$ cat config.mk
export PLATFORM = sky130hd
export DESIGN_NAME = cbd_sampler_multi
export DESIGN_NICKNAME = d
export VERILOG_FILES = /design/src/rtl/cbd_sampler_multi.sv
export SDC_FILE = /design/constraint.sdc
export NUM_CORES = 1
export LEC_CHECK = 0
export CAP_MARGIN = 20
export CORE_UTILIZATION = 23
export DETAILED_ROUTE_END_ITERATION = 10
export PLACE_DENSITY = 0.39
export SETUP_SLACK_MARGIN = 0.02
export SLEW_MARGIN = 10
export SYNTH_ARGS = -nofsm -noshare
export SYNTH_HDL_FRONTEND = slang
export SYNTH_HIERARCHICAL = 1
export SYNTH_SLANG_ARGS = --single-unit
$ cat constraint.sdc
create_clock -name clk -period 3.5 [get_ports clk]
set_clock_uncertainty 0.2 [all_clocks]
set_input_delay 0.35 -clock clk [delete_from_list [all_inputs] [get_ports clk]]
set_output_delay 0.35 -clock clk [all_outputs]
set_load 0.1 [all_outputs]
$ cat src/rtl/cbd_sampler_multi.sv
// Multi-lane centered-binomial sampler (eta 2/3) with per-lane 64-bit bit-repacking buffers.
// Define CBD_MODQ_EN to emit negative coefficients as coef+3329 (unsigned, zero-extended).

module cbd_lane (
    input  logic        clk,
    input  logic        reset,
    input  logic        clr,
    input  logic        acc,
    input  logic        ld,
    input  logic        e3,
    input  logic [6:0]  cnt,
    input  logic [31:0] din,
    output logic [15:0] dout
);
    logic [63:0] bits_q;
    logic [63:0] bits_shf;
    logic [63:0] bits_d;
    logic [6:0]  shamt;
    logic [6:0]  wpos;
    logic [1:0]  a;
    logic [1:0]  b;
    logic [2:0]  coef;
    logic [15:0] coef_fmt;

    always_comb begin
        shamt    = e3 ? 7'd6 : 7'd4;
        a        = {1'b0, bits_q[0]} + {1'b0, bits_q[1]} + (e3 ? {1'b0, bits_q[2]} : 2'd0);
        b        = e3 ? ({1'b0, bits_q[3]} + {1'b0, bits_q[4]} + {1'b0, bits_q[5]})
                      : ({1'b0, bits_q[2]} + {1'b0, bits_q[3]});
        // 3-bit two's complement difference, range [-3,3]
        coef     = {1'b0, a} - {1'b0, b};
`ifdef CBD_MODQ_EN
        coef_fmt = coef[2] ? (16'd3329 - {13'd0, 3'd0 - coef}) : {13'd0, coef};
`else
        coef_fmt = {{13{coef[2]}}, coef};
`endif
        // A same-cycle load shifts first, so the new word lands at cnt-2E
        bits_shf = ld ? (bits_q >> shamt) : bits_q;
        wpos     = ld ? (cnt - shamt) : cnt;
        bits_d   = acc ? (bits_shf | ({32'd0, din} << wpos)) : bits_shf;
    end

    always_ff @(posedge clk or negedge reset) begin
        if (!reset) begin
            bits_q <= '0;
            dout   <= '0;
        end else if (clr) begin
            bits_q <= '0;
        end else begin
            bits_q <= bits_d;
            if (ld)
                dout <= coef_fmt;
        end
    end
endmodule

module cbd_sampler_multi #(
    parameter int LANES = 2,
    parameter int NCOEF = 256
) (
    input  logic                 clk,
    input  logic                 reset,
    input  logic                 set,
    input  logic                 eta3,
    input  logic                 readin,
    input  logic [LANES*32-1:0]  cbd_din,
    output logic                 ok_in,
    input  logic                 readout,
    output logic [LANES*16-1:0]  cbd_dout,
    output logic                 ok_out,
    output logic                 busy,
    output logic                 done
);
    localparam int CW = $clog2(NCOEF + 1);
    localparam int WW = $clog2(NCOEF * 3 / 16 + 1);
    localparam logic [WW-1:0] WORDS_E2 = WW'(NCOEF / 8);
    localparam logic [WW-1:0] WORDS_E3 = WW'(NCOEF * 3 / 16);

    typedef enum logic [1:0] {S_IDLE, S_RUN, S_DRAIN, S_DONE} state_t;

    state_t          state, state_d;
    logic            e3_q;
    logic [6:0]      cnt_q, cnt_d, step;
    logic [CW-1:0]   coef_cnt;
    logic [WW-1:0]   words_in, words_max;
    logic            acc, ld, start, abort, clr;

    logic [LANES-1:0][31:0] din_l;
    logic [LANES-1:0][15:0] dout_l;

    assign din_l    = cbd_din;
    assign cbd_dout = dout_l;

    always_comb begin
        step      = e3_q ? 7'd6 : 7'd4;
        words_max = e3_q ? WORDS_E3 : WORDS_E2;
        start     = (state == S_IDLE) && set;
        abort     = ((state == S_RUN) || (state == S_DRAIN)) && !set;
        clr       = start || abort;
        ok_in     = (state == S_RUN) && (cnt_q <= 7'd32) && (words_in < words_max);
        acc       = readin && ok_in;
        ld        = (state == S_RUN) && set && (!ok_out || readout)
                    && (cnt_q >= step) && (coef_cnt < CW'(NCOEF));
        cnt_d     = cnt_q - (ld ? step : 7'd0) + (acc ? 7'd32 : 7'd0);
        busy      = (state != S_IDLE);
        done      = (state == S_DONE);
    end

    always_comb begin
        state_d = state;
        case (state)
            S_IDLE:  if (set) state_d = S_RUN;
            S_RUN:   if (!set) state_d = S_IDLE;
                     else if (coef_cnt == CW'(NCOEF)) state_d = S_DRAIN;
            // The last coefficient may already have left while still in RUN
            S_DRAIN: if (!set) state_d = S_IDLE;
                     else if (!ok_out || readout) state_d = S_DONE;
            S_DONE:  state_d = S_IDLE;
            default: state_d = S_IDLE;
        endcase
    end

    always_ff @(posedge clk or negedge reset) begin
        if (!reset) begin
            state    <= S_IDLE;
            e3_q     <= 1'b0;
            cnt_q    <= '0;
            coef_cnt <= '0;
            words_in <= '0;
            ok_out   <= 1'b0;
        end else begin
            state <= state_d;
            if (start) begin
                e3_q     <= eta3;
                cnt_q    <= '0;
                coef_cnt <= '0;
                words_in <= '0;
                ok_out   <= 1'b0;
            end else if (abort) begin
                cnt_q  <= '0;
                ok_out <= 1'b0;
            end else begin
                cnt_q <= cnt_d;
                if (acc)
                    words_in <= words_in + WW'(1);
                if (ld) begin
                    coef_cnt <= coef_cnt + CW'(1);
                    ok_out   <= 1'b1;
                end else if (readout) begin
                    ok_out <= 1'b0;
                end
            end
        end
    end

    for (genvar k = 0; k < LANES; k++) begin : g_lane
        cbd_lane u_lane (
            .clk   (clk),
            .reset (reset),
            .clr   (clr),
            .acc   (acc),
            .ld    (ld),
            .e3    (e3_q),
            .cnt   (cnt_q),
            .din   (din_l[k]),
            .dout  (dout_l[k])
        );
    end
endmodule

==> flow_metrics.env <==
export IMPL_worstMarginPinSlew_ns=0.986
export IMPL_fin_nets=2192
export IMPL_cts_tree="yes"
export IMPL_first_pass_iters=5
export IMPL_vias=15000
export IMPL_wl_per_cell_microns=19.8
export IMPL_via_per_inst=5.07
export IMPL_routed_wl_mm=58.4
export IMPL_finalNonFillerCells=2954
export IMPL_htree_levels=4
export IMPL_cts_inserted_buffers=17
export IMPL_synth_seq_area_share_pct=26.6
export IMPL_dp_hpwl_mm=44.2
export IMPL_n_fill_cell=6746
export IMPL_hp_class="in -> reg"
export IMPL_clock_path_buffers=2
export IMPL_tns_ns=0
export IMPL_drv_slew=0
export IMPL_num_rows=93
export IMPL_synth_area_per_cell_sq_um=8.49
export IMPL_core_sq_mm=0.0643
export IMPL_io_buffers=105
export IMPL_setup_viol=0
export IMPL_synth_edf_count=0
export IMPL_finalCritPeriodShare_pct=99.8
export IMPL_maxCapViolations=0
export IMPL_fin_crit_ns=3.49
export IMPL_rsz0062_at_grt="yes"
export IMPL_synth_largest_area_cell="dfrtp_1"
export IMPL_synth_top_flop_cell="dfrtp_1"
export IMPL_antenna_found_initial=0
export IMPL_start_kind="flop"
export IMPL_drc=0
export IMPL_synth_distinct_cells=103
export IMPL_yosysTopAreaCellShare_pct=26.6
export IMPL_n_antenna_cell=0
export IMPL_clk_pin_slew_ns=0.08
export IMPL_ant_nets=0
export IMPL_initial_core_util_pct=23.2
export IMPL_netlist_top_cells_area="dfrtp_1 (27%), mux2i_1 (18%), a21oi_1 (4.9%)"
export IMPL_drive_gt1_share_pct=31.6
export IMPL_syn_to_final_growth_pct=39.2
export IMPL_drtIter0Drc=940
export IMPL_first_global_vias=14900
export IMPL_outcome="finished, final reports clean"
export IMPL_synth_area_sq_mm=0.0150
export IMPL_io_pins=106
export IMPL_post_place_ws_ns=-0.295
export IMPL_yosys_warnings=6
export IMPL_slew_headroom_pct=34.0
export IMPL_crit_type="reg -> reg"
export IMPL_cts_root_buf="clkbuf_16"
export IMPL_hold_viol=0
export IMPL_syn_inst=1762
export IMPL_die_h_microns=257
export IMPL_dp_cells=2884
export IMPL_cts_sinks=159
export IMPL_fmax_mhz=286
export IMPL_critical_path_endpoint_type="flop"
export IMPL_critPathMaxFanout=8
export IMPL_arrival_ns=3.65
export IMPL_die_x_microns=257
export IMPL_die_area_sq_mm=0.0660
export IMPL_worst_slack_ns=0.00545
export IMPL_grt_max_degree=119
export IMPL_insertion_delay_ns=0.47
export IMPL_grt_overflow_total=0
export IMPL_track_usage_pct=17.4
export IMPL_synth_seq_cells=159
export IMPL_finalWeightedCongestion=0.852
export IMPL_grt_pass1_wl_mm=89.8
export IMPL_crit_required_ns=3.65
export IMPL_synthArstFlopShare_pct=100
cell usage in the layout (no fill, tap or decap), types with 33 or more instances in the layout:
cell and n:
clkdlybuf4s50_1 73, o22ai_1 49, a21oi_1 131, o21ai_0 94, dfrtp_1 156, inv_1 49, nor2_1 168, nand2_1 150
mux2i_1 222, buf_4 343, mux2_2 33
Yosys cell counts (37+ instances only):
library cell and count:
inv_1 51, o21ai_0 101, dfrtp_1 159, a21oi_1 145, o22ai_1 59, mux2i_1 264, nor2_1 179, clkbuf_1 58
buf_2 41, a211oi_1 37, nand2_1 153, mux2_2 39
area by class of cell:
type | instances | area, sq um | area share [%]
multi-input combinational | 1396 | 10900 | 52.4
timing repair buffer | 460 | 4060 | 19.5
sequential | 159 | 3990 | 19.1
tap | 855 | 1070 | 5.14
clock buffer | 17 | 425 | 2.04
inverter | 53 | 206 | 0.992
clock inverter | 14 | 156 | 0.751
kinds of logic after synthesis:
kind of cell / Yosys count / synth area share, %
muxes: 329 / 24.4
DFF: 159 / 26.6
xor gates and xnor gates: 18 / 1.33
other: 1 / 0.0251
AOI/OAI and AO/OA: 511 / 22.2
and+or+nand+nor: 499 / 15.5
adders and majority gates: 35 / 3.28
buffers and inverters: 210 / 6.77
state kept, by name (all words and copies together), names as in the netlist:
name                  count
g_lane.u_lane/dout        6
words_in                  6
cnt_q                     6
e3_q                      1
g_lane.u_lane/bits_q    128
coef_cnt                  9
ok_out                    1
state                     2
metal layers:
| metal | GRT usage (%) | wire, microns |
|---|---|---|
| met1 | 23.4 | 26900 |
| met2 | 28.7 | 27800 |
| met3 | 2.23 | 2280 |
| met4 | 5.67 | 1420 |
| met5 | 0 | 0 |
critical path: stages, from the launching register on:
cell and delay [ns]:
dfrtp_4 0.49, ha_4 0.28, nor2b_4 0.03, o211ai_1 0.24
nand2_2 0.14, inv_8 0.11, buf_6 0.14, mux2_4 0.40
buf_12 0.18, mux2i_2 0.29, mux2i_4 0.15, buf_4 0.16
nor4_1 0.18, a31oi_1 0.08, a311oi_2 0.29
metrics by stage:
stage | util, % | instance area (sq um) | hold slack [ns]
floorplan | - | 15000 | -0.146
global placement | 29.3 | 18800 | 0.237
detailed placement | 29.3 | 18800 | 0.270
CTS | 30.7 | 19700 | 0.199
global route | 32.4 | 20800 | 0.237
finish | 32.4 | 20800 | 0.232
final timing paths:
| check | depth (start not counted) | slack (ns) | startpoint | endpoint |
|---|---|---|---|---|
| min in group asynchronous | 2 | 0.32 | reset | g_lane[0].u_lane/dout[2] |
| hold / removal | 3 | 0.23 | eta3 | e3_q |
| hold reg to reg | 1 | 0.31 | g_lane[1].u_lane/dout[0] | g_lane[1].u_lane/dout[0] |
| setup / recovery | 14 | 0.005 | e3_q | g_lane[1].u_lane/bits_q[46] |
| max in group asynchronous | 3 | 1.97 | reset | g_lane[1].u_lane/bits_q[28] |
| setup reg to reg | 14 | 0.005 | e3_q | g_lane[1].u_lane/bits_q[46] |
what timing repair did:
action | CTS | global route
resized for setup | 30 | 181
endpoints found under the setup margin | 91 | 113
gates cloned | 1 | 4
hold buffers | 1 | 0
pin swaps | 11 | 57
endpoints found under the hold margin | 62 | 0
setup buffers | 10 | 28
Power is not shown: default switching activity piles up to over one toggle a cycle in this logic, so the estimate is an artifact.
